File: config.mk
export PLATFORM = sky130hd
export DESIGN_NAME = i2c_xfer_sequencer
export DESIGN_NICKNAME = d
export VERILOG_FILES = /design/src/rtl/i2c_xfer_sequencer.sv
export SDC_FILE = /design/constraint.sdc
export NUM_CORES = 1
export LEC_CHECK = 0
export BUFFER_PORTS_ARGS = -buffer_cell sky130_fd_sc_hd__buf_2
export CAP_MARGIN = 40
export CORE_AREA = 2 2 78 80
export CTS_CLUSTER_DIAMETER = 120
export CTS_CLUSTER_SIZE = 24
export DETAILED_ROUTE_END_ITERATION = 10
export DIE_AREA = 0 0 80 82
export MAX_ROUTING_LAYER = met4
export PLACE_DENSITY = 0.83
export SKIP_LAST_GASP = 1
export SLEW_MARGIN = 20
export SYNTH_ARGS = -nofsm -noshare
export SYNTH_HDL_FRONTEND = slang
export SYNTH_SLANG_ARGS = --single-unit
File: constraint.sdc
create_clock -name HCLK -period 4.95 [get_ports HCLK]
set_input_delay 0.495 -clock HCLK [delete_from_list [all_inputs] [get_ports HCLK]]
set_output_delay 0.495 -clock HCLK [all_outputs]
set_load 0.02 [all_outputs]
File: src/rtl/i2c_xfer_sequencer.sv
// ---------------------------------------------------------------------------
// i2c_xfer_sequencer
//
// Drives an OpenCores-style I2C master core through its 8-bit register port
// to perform single-byte writes and reads on behalf of a simple
// valid/ready request interface. After reset the prescaler is programmed and
// the core is enabled. The block then waits for requests.
//
// Ports
//   HCLK, HRESETn          clock, asynchronous active-low reset
//   req_valid/req_ready    request handshake
//   req_rw                 0 = write one byte, 1 = read one byte
//   req_addr, req_wdata    7-bit slave address, write byte
//   rsp_valid              one-cycle completion pulse
//   rsp_rdata, rsp_status  read byte; 00 OK, 01 NACK, 10 arb lost, 11 timeout
//   reg_adr/reg_dat_o/reg_we/reg_stb  register access request toward the core
//   reg_dat_i/reg_ack      register read data and access completion
//
// State        | Meaning
// -------------+------------------------------------------------------------
// INIT_LO      | write PRERlo = PRESCALE[7:0]
// INIT_HI      | write PRERhi = PRESCALE[15:8]
// INIT_EN      | write CTR = 0x80 (core enable)
// IDLE         | req_ready high, wait for a request
// TX_ADDR      | write TXR = {addr, rw}
// CR_START     | write CR = STA|WR
// POLL         | read SR until TIP clears (AL / timeout abort)
// TX_DATA      | write TXR = write byte
// CR_WRSTOP    | write CR = STO|WR
// CR_RDSTOP    | write CR = RD|ACK|STO
// RD_RXR       | read RXR into rsp_rdata
// CR_STOP      | write CR = STO (after address NACK or timeout)
// POLL_BUSY    | read SR until BUSY clears
// RESP         | rsp_valid pulse
// ---------------------------------------------------------------------------
module i2c_xfer_sequencer #(
    parameter logic [15:0] PRESCALE   = 16'h0063,
    parameter int unsigned POLL_LIMIT = 1024
) (
    input  logic       HCLK,
    input  logic       HRESETn,
    input  logic       req_valid,
    output logic       req_ready,
    input  logic       req_rw,
    input  logic [6:0] req_addr,
    input  logic [7:0] req_wdata,
    output logic       rsp_valid,
    output logic [7:0] rsp_rdata,
    output logic [1:0] rsp_status,
    output logic [2:0] reg_adr,
    output logic [7:0] reg_dat_o,
    input  logic [7:0] reg_dat_i,
    output logic       reg_we,
    output logic       reg_stb,
    input  logic       reg_ack
);

    localparam logic [2:0] ADR_PRERLO = 3'd0;
    localparam logic [2:0] ADR_PRERHI = 3'd1;
    localparam logic [2:0] ADR_CTR    = 3'd2;
    localparam logic [2:0] ADR_TXR    = 3'd3;
    localparam logic [2:0] ADR_CR     = 3'd4;

    localparam logic [7:0] CTR_EN     = 8'h80;
    localparam logic [7:0] CR_STA_WR  = 8'h90;
    localparam logic [7:0] CR_STO_WR  = 8'h50;
    localparam logic [7:0] CR_RD_STO  = 8'h68;
    localparam logic [7:0] CR_STO     = 8'h40;

    localparam int SR_TIP   = 1;
    localparam int SR_AL    = 5;
    localparam int SR_BUSY  = 6;
    localparam int SR_RXACK = 7;

    localparam logic [1:0] ST_OK   = 2'b00;
    localparam logic [1:0] ST_NACK = 2'b01;
    localparam logic [1:0] ST_ARB  = 2'b10;
    localparam logic [1:0] ST_TMO  = 2'b11;

    localparam logic [15:0] POLL_LAST = 16'(POLL_LIMIT - 1);

    typedef enum logic [3:0] {
        INIT_LO, INIT_HI, INIT_EN, IDLE, TX_ADDR, CR_START, POLL,
        TX_DATA, CR_WRSTOP, CR_RDSTOP, RD_RXR, CR_STOP, POLL_BUSY, RESP
    } state_t;

    // Which command the shared POLL state is waiting on.
    typedef enum logic [1:0] {PH_ADDR, PH_WR, PH_RD} phase_t;

    state_t      state_q, state_d;
    phase_t      phase_q, phase_d;
    logic        rw_q, rw_d;
    logic [6:0]  addr_q, addr_d;
    logic [7:0]  wdata_q, wdata_d;
    logic        stb_q, stb_d;
    logic        we_q, we_d;
    logic [2:0]  adr_q, adr_d;
    logic [7:0]  dat_q, dat_d;
    logic [7:0]  rdata_q, rdata_d;
    logic [1:0]  status_q, status_d;
    logic [15:0] poll_cnt_q, poll_cnt_d;

    // Access wanted by the current state.
    logic        acc_en;
    logic        acc_we;
    logic [2:0]  acc_adr;
    logic [7:0]  acc_dat;
    logic        acc_done;
    logic        poll_last;

    always_comb begin
        acc_en  = 1'b1;
        acc_we  = 1'b1;
        acc_adr = ADR_CR;
        acc_dat = 8'h00;
        case (state_q)
            INIT_LO: begin
                acc_adr = ADR_PRERLO;
                acc_dat = PRESCALE[7:0];
            end
            INIT_HI: begin
                acc_adr = ADR_PRERHI;
                acc_dat = PRESCALE[15:8];
            end
            INIT_EN: begin
                acc_adr = ADR_CTR;
                acc_dat = CTR_EN;
            end
            TX_ADDR: begin
                acc_adr = ADR_TXR;
                acc_dat = {addr_q, rw_q};
            end
            CR_START:  acc_dat = CR_STA_WR;
            TX_DATA: begin
                acc_adr = ADR_TXR;
                acc_dat = wdata_q;
            end
            CR_WRSTOP: acc_dat = CR_STO_WR;
            CR_RDSTOP: acc_dat = CR_RD_STO;
            CR_STOP:   acc_dat = CR_STO;
            POLL, POLL_BUSY: acc_we = 1'b0;
            RD_RXR: begin
                acc_we  = 1'b0;
                acc_adr = ADR_TXR;
            end
            default:   acc_en = 1'b0;
        endcase
    end

    // Single outstanding access: raise stb with stable fields, drop it the
    // cycle after ack. A state that needs another access re-raises stb on
    // the following cycle, so consecutive accesses are separated by one idle.
    always_comb begin
        acc_done = 1'b0;
        stb_d    = stb_q;
        we_d     = we_q;
        adr_d    = adr_q;
        dat_d    = dat_q;
        if (acc_en) begin
            if (!stb_q) begin
                stb_d = 1'b1;
                we_d  = acc_we;
                adr_d = acc_adr;
                dat_d = acc_dat;
            end else if (reg_ack) begin
                stb_d    = 1'b0;
                acc_done = 1'b1;
            end
        end
    end

    assign poll_last = (poll_cnt_q == POLL_LAST);

    always_comb begin
        state_d    = state_q;
        phase_d    = phase_q;
        rw_d       = rw_q;
        addr_d     = addr_q;
        wdata_d    = wdata_q;
        rdata_d    = rdata_q;
        status_d   = status_q;
        poll_cnt_d = poll_cnt_q;

        // Counter is zero whenever a poll state is entered.
        if (state_q != POLL && state_q != POLL_BUSY) begin
            poll_cnt_d = '0;
        end

        case (state_q)
            INIT_LO:  if (acc_done) state_d = INIT_HI;
            INIT_HI:  if (acc_done) state_d = INIT_EN;
            INIT_EN:  if (acc_done) state_d = IDLE;
            IDLE: begin
                if (req_valid) begin
                    rw_d     = req_rw;
                    addr_d   = req_addr;
                    wdata_d  = req_wdata;
                    status_d = ST_OK;
                    phase_d  = PH_ADDR;
                    state_d  = TX_ADDR;
                end
            end
            TX_ADDR:  if (acc_done) state_d = CR_START;
            CR_START: if (acc_done) state_d = POLL;
            POLL: begin
                if (acc_done) begin
                    poll_cnt_d = poll_cnt_q + 16'd1;
                    if (reg_dat_i[SR_AL]) begin
                        // Bus is no longer ours: no STOP may be issued.
                        status_d = ST_ARB;
                        state_d  = RESP;
                    end else if (!reg_dat_i[SR_TIP]) begin
                        case (phase_q)
                            PH_ADDR: begin
                                if (reg_dat_i[SR_RXACK]) begin
                                    status_d = ST_NACK;
                                    state_d  = CR_STOP;
                                end else if (rw_q) begin
                                    state_d = CR_RDSTOP;
                                end else begin
                                    state_d = TX_DATA;
                                end
                            end
                            PH_WR: begin
                                status_d = reg_dat_i[SR_RXACK] ? ST_NACK : ST_OK;
                                state_d  = RESP;
                            end
                            default: state_d = RD_RXR;
                        endcase
                    end else if (poll_last) begin
                        status_d = ST_TMO;
                        state_d  = CR_STOP;
                    end
                end
            end
            TX_DATA:  if (acc_done) state_d = CR_WRSTOP;
            CR_WRSTOP: begin
                if (acc_done) begin
                    phase_d = PH_WR;
                    state_d = POLL;
                end
            end
            CR_RDSTOP: begin
                if (acc_done) begin
                    phase_d = PH_RD;
                    state_d = POLL;
                end
            end
            RD_RXR: begin
                if (acc_done) begin
                    rdata_d = reg_dat_i;
                    state_d = RESP;
                end
            end
            CR_STOP: begin
                // A timed-out transfer skips the BUSY wait; it would likely
                // hang on the same stuck core.
                if (acc_done) begin
                    state_d = (status_q == ST_TMO) ? RESP : POLL_BUSY;
                end
            end
            POLL_BUSY: begin
                if (acc_done) begin
                    poll_cnt_d = poll_cnt_q + 16'd1;
                    if (!reg_dat_i[SR_BUSY]) begin
                        state_d = RESP;
                    end else if (poll_last) begin
                        status_d = ST_TMO;
                        state_d  = CR_STOP;
                    end
                end
            end
            RESP:     state_d = IDLE;
            default:  state_d = INIT_LO;
        endcase
    end

    always_ff @(posedge HCLK or negedge HRESETn) begin
        if (!HRESETn) begin
            state_q    <= INIT_LO;
            phase_q    <= PH_ADDR;
            rw_q       <= 1'b0;
            addr_q     <= '0;
            wdata_q    <= '0;
            stb_q      <= 1'b0;
            we_q       <= 1'b0;
            adr_q      <= '0;
            dat_q      <= '0;
            rdata_q    <= '0;
            status_q   <= ST_OK;
            poll_cnt_q <= '0;
        end else begin
            state_q    <= state_d;
            phase_q    <= phase_d;
            rw_q       <= rw_d;
            addr_q     <= addr_d;
            wdata_q    <= wdata_d;
            stb_q      <= stb_d;
            we_q       <= we_d;
            adr_q      <= adr_d;
            dat_q      <= dat_d;
            rdata_q    <= rdata_d;
            status_q   <= status_d;
            poll_cnt_q <= poll_cnt_d;
        end
    end

    assign req_ready  = (state_q == IDLE);
    assign rsp_valid  = (state_q == RESP);
    assign rsp_rdata  = rdata_q;
    assign rsp_status = status_q;
    assign reg_stb    = stb_q;
    assign reg_we     = we_q;
    assign reg_adr    = adr_q;
    assign reg_dat_o  = dat_q;

endmodule
==> results.py <==
metrics = {
    "cells_and_area": {
        "finalInstanceArea_mm2": 0.003934,
        "layout_commonest_cell": "dfrtp_1",
        "num_antenna_cells": 0,
        "synthToLayoutAreaGrowth_pct": 16.14,
        "final_cell_mix": "dfrtp_1 (61), buf_2 (52), o21ai_0 (30)",
        "nets": 436,
        "layout-drive-gt1-share_pct": 23.30,
    },
    "timing": {
        "setup_violations": 0,
        "post-route-min-period_ns": 3.051,
        "hold_viol": 0,
        "fin_setup_tns_ns": 0,
        "maxSlewHeadroom_pct": 43.25,
        "worstMarginPinSlew_ns": 0.8512,
        "max_freq_mhz": 327.8,
        "drv_slew": 0,
        "rsz0062_at_grt": "no",
        "post-route-period-util_pct": 61.63,
        "final.setup_skew_ns": 0.01168,
    },
    "floorplan": {
        "core-area_mm2": 0.005746,
        "dieArea_mm2": 0.006560,
        "num_io_pins": 53,
        "rows": 28,
        "initial_core_util_pct": 58.95,
        "die_h_um": 82,
        "fp.dieW_um": 80,
    },
    "yosys": {
        "yosysWarnings": 0,
        "synthCells": 362,
        "synthArstFlopShare_pct": 100.0,
        "ys_seq_area_share_pct": 45.07,
        "syn_nets": 391,
        "yosysUniqueCellTypes": 64,
        "synth-edff-count": 0,
        "synth.avg_cell_area_um2": 9.356,
        "synth_area_leaders": "dfrtp_1 (45%), mux2_2 (5.3%), o21ai_0 (4.4%)",
        "synth_area_leader_cell": "dfrtp_1",
        "ys.flop_type": "dfrtp_1",
        "yosys_register_bits": 61,
        "syn_area_mm2": 0.003387,
        "synth_top_area_share_pct": 45.07,
    },
    "critical_path": {
        "start_kind": "flop",
        "crit_type": "reg2reg",
        "worstPathMaxFanout": 29,
        "ff2ff_path_depth": 4,
        "crit_slowest_cell": "dfrtp_1",
        "path_cells": "clkinv_1, o2111ai_2, or3_1, mux2_1",
        "worst_path_largest_cell_delay_ns": 0.90,
        "required_ns": 5.18,
        "worst_ep_arrival_time_ns": 3.28,
        "end_kind": "flop",
    },
    "placed_design": {
        "portBuffers": 52,
        "gp_congestion": 0.9304,
        "dp_hpwl_mm": 5.794,
        "place_area_mm2": 0.003691,
    },
    "drt": {
        "detail-route-antenna-nets": 0,
        "drc": 0,
        "vias": 3036,
        "wire_per_inst_um": 16.96,
        "routed_wl_mm": 8.261,
        "vias_per_cell": 6.234,
        "drt-pass1-iter-count": 5,
        "drtIter0Drc": 329,
    },
    "clocking": {
        "htreeDepth": 3,
        "clkTransAtPathRegs_ns": 0.07,
        "cts_tree": "yes",
        "hold_buffers": 0,
        "cts_root_buf": "clkbuf_8",
        "cts_resized": 0,
        "cts-buffers-inserted": 9,
        "cts_post_setup_buffers_inserted": 0,
        "clock-sinks": 61,
        "cts_max_path_buffers": 2,
        "insertion_delay_ns": 0.35,
    },
    "grt": {
        "grt_pass1_vias": 2807,
        "grt_pass1_wl_mm": 13.77,
        "grt-ovfl-total": 0,
        "grt_max_degree": 62,
        "grtUsageTotal_pct": 28.13,
        "antenna_found_initial": 0,
    },
    "power": {
        "power_density_mw_per_mm2": 524.8,
        "vdd_ir_drop_max_mv": 0.2670,
        "leakagePower_uw": 0.001734,
    },
    "hold_path": {
        "hold_path_class": "in2async",
    },
    "run_status": {
        "status": "finished clean",
    },
    "run": {
        "cap_violations": 0,
    },
}
[layer usage]
| metal | share of wire, % | GRT usage [%] |
|---|---|---|
| met5 | 0 | - |
| met4 | 2.2 | 11.53 |
| met3 | 7.9 | 7.143 |
| met2 | 48 | 41.25 |
| met1 | 42 | 37.45 |
[kinds of logic (layout without fill, tap and decap cells)]
| group | after synthesis | in the layout | share of synthesized area (%) |
|---|---|---|---|
| buf+inv | 38 | 88 | 4.617 |
| mux | 24 | 24 | 7.942 |
| compound gates | 103 | 103 | 20.72 |
| xor+xnor | 13 | 13 | 3.362 |
| simple gates | 122 | 122 | 17.92 |
| flops | 61 | 61 | 45.07 |
| fa+ha+maj | 1 | 1 | 0.3694 |
[report_power, final]
group / switching (uW) / internal [uW]
Sequential: 148 / 634
Combinational: 491 / 353
Clock: 193 / 245
Total: 833 / 1230
[critical path, delay by kind of cell (launching register included)]
family                 cells  cell delay [ns]
AOI/OAI and AO/OA          1             0.75
buffers and inverters      1             0.48
DFF                        1             0.90
muxes                      1             0.36
and+or+nand+nor            1             0.43
[per-stage QoR]
stage	hold slack, ns	util [%]	std cells	power, uW	setup WS (ns)
4_1_cts	0.3322	67.60	484	2041	1.943
3_5_place_dp	0.4797	64.24	468	1599	1.952
5_1_grt	0.2480	68.47	487	2192	1.667
6_report	0.2162	68.47	487	2065	1.899
2_1_floorplan	0.1994	-	362	1354	2.975
3_3_place_gp	0.4559	63.37	465	1547	2.045
[state kept, by name (all words and copies together) (netlist names), 2 cells and up]
register    flops
reg_adr         3
rsp_rdata       8
poll_cnt_q     16
phase_q         2
rsp_status      2
reg_dat_o       8
addr_q          7
state_q         4
wdata_q         8
[synth_stat cells (2+ instances only)]
library cell / number
nor2_1: 29
buf_2: 6
a221oi_1: 4
nor2b_1: 10
and3_1: 2
o211ai_1: 4
nand2b_1: 8
o41ai_1: 2
o32ai_1: 2
dfrtp_1: 61
a21oi_1: 18
a32o_1: 2
nand3_1: 15
o21ba_2: 2
o22ai_1: 4
nor4_1: 6
clkbuf_1: 12
a22oi_1: 4
a32oi_1: 3
buf_1: 4
xnor2_1: 11
a21o_1: 4
nand4_1: 2
clkbuf_2: 2
inv_1: 12
mux2_2: 16
a22o_1: 5
o21ai_0: 30
nor3_1: 11
mux2_1: 7
o31ai_1: 2
nand2_1: 28
or3_1: 2
xor2_1: 2
[path summary, 6_finish.rpt]
check | startpoint | end | slack, ns
max in group asynchronous | HRESETn | rsp_rdata[5]$_DFFE_PN0P_ | 4.48
setup reg to reg | state_q[0]$_DFFE_PN0P_ | rsp_rdata[7]$_DFFE_PN0P_ | 1.90
hold reg to reg | rsp_rdata[7]$_DFFE_PN0P_ | rsp_rdata[7]$_DFFE_PN0P_ | 0.49
setup / recovery | state_q[0]$_DFFE_PN0P_ | rsp_rdata[7]$_DFFE_PN0P_ | 1.90
hold / removal | HRESETn | wdata_q[2]$_DFFE_PN0P_ | 0.22
min in group HCLK | reg_dat_i[0] | rsp_rdata[0]$_DFFE_PN0P_ | 0.35
[final cells by class]
cell class | count | area (um^2)
clock buffers | 12 | 145.1
fillers | 459 | 1812
well taps | 75 | 93.84
clock inverters | 4 | 47.55
repair buffers | 59 | 367.9
flip-flops and latches | 61 | 1526
multi-input cells | 263 | 1704
inverters | 13 | 48.80
Note: power is estimated with default switching activity, not from simulation.
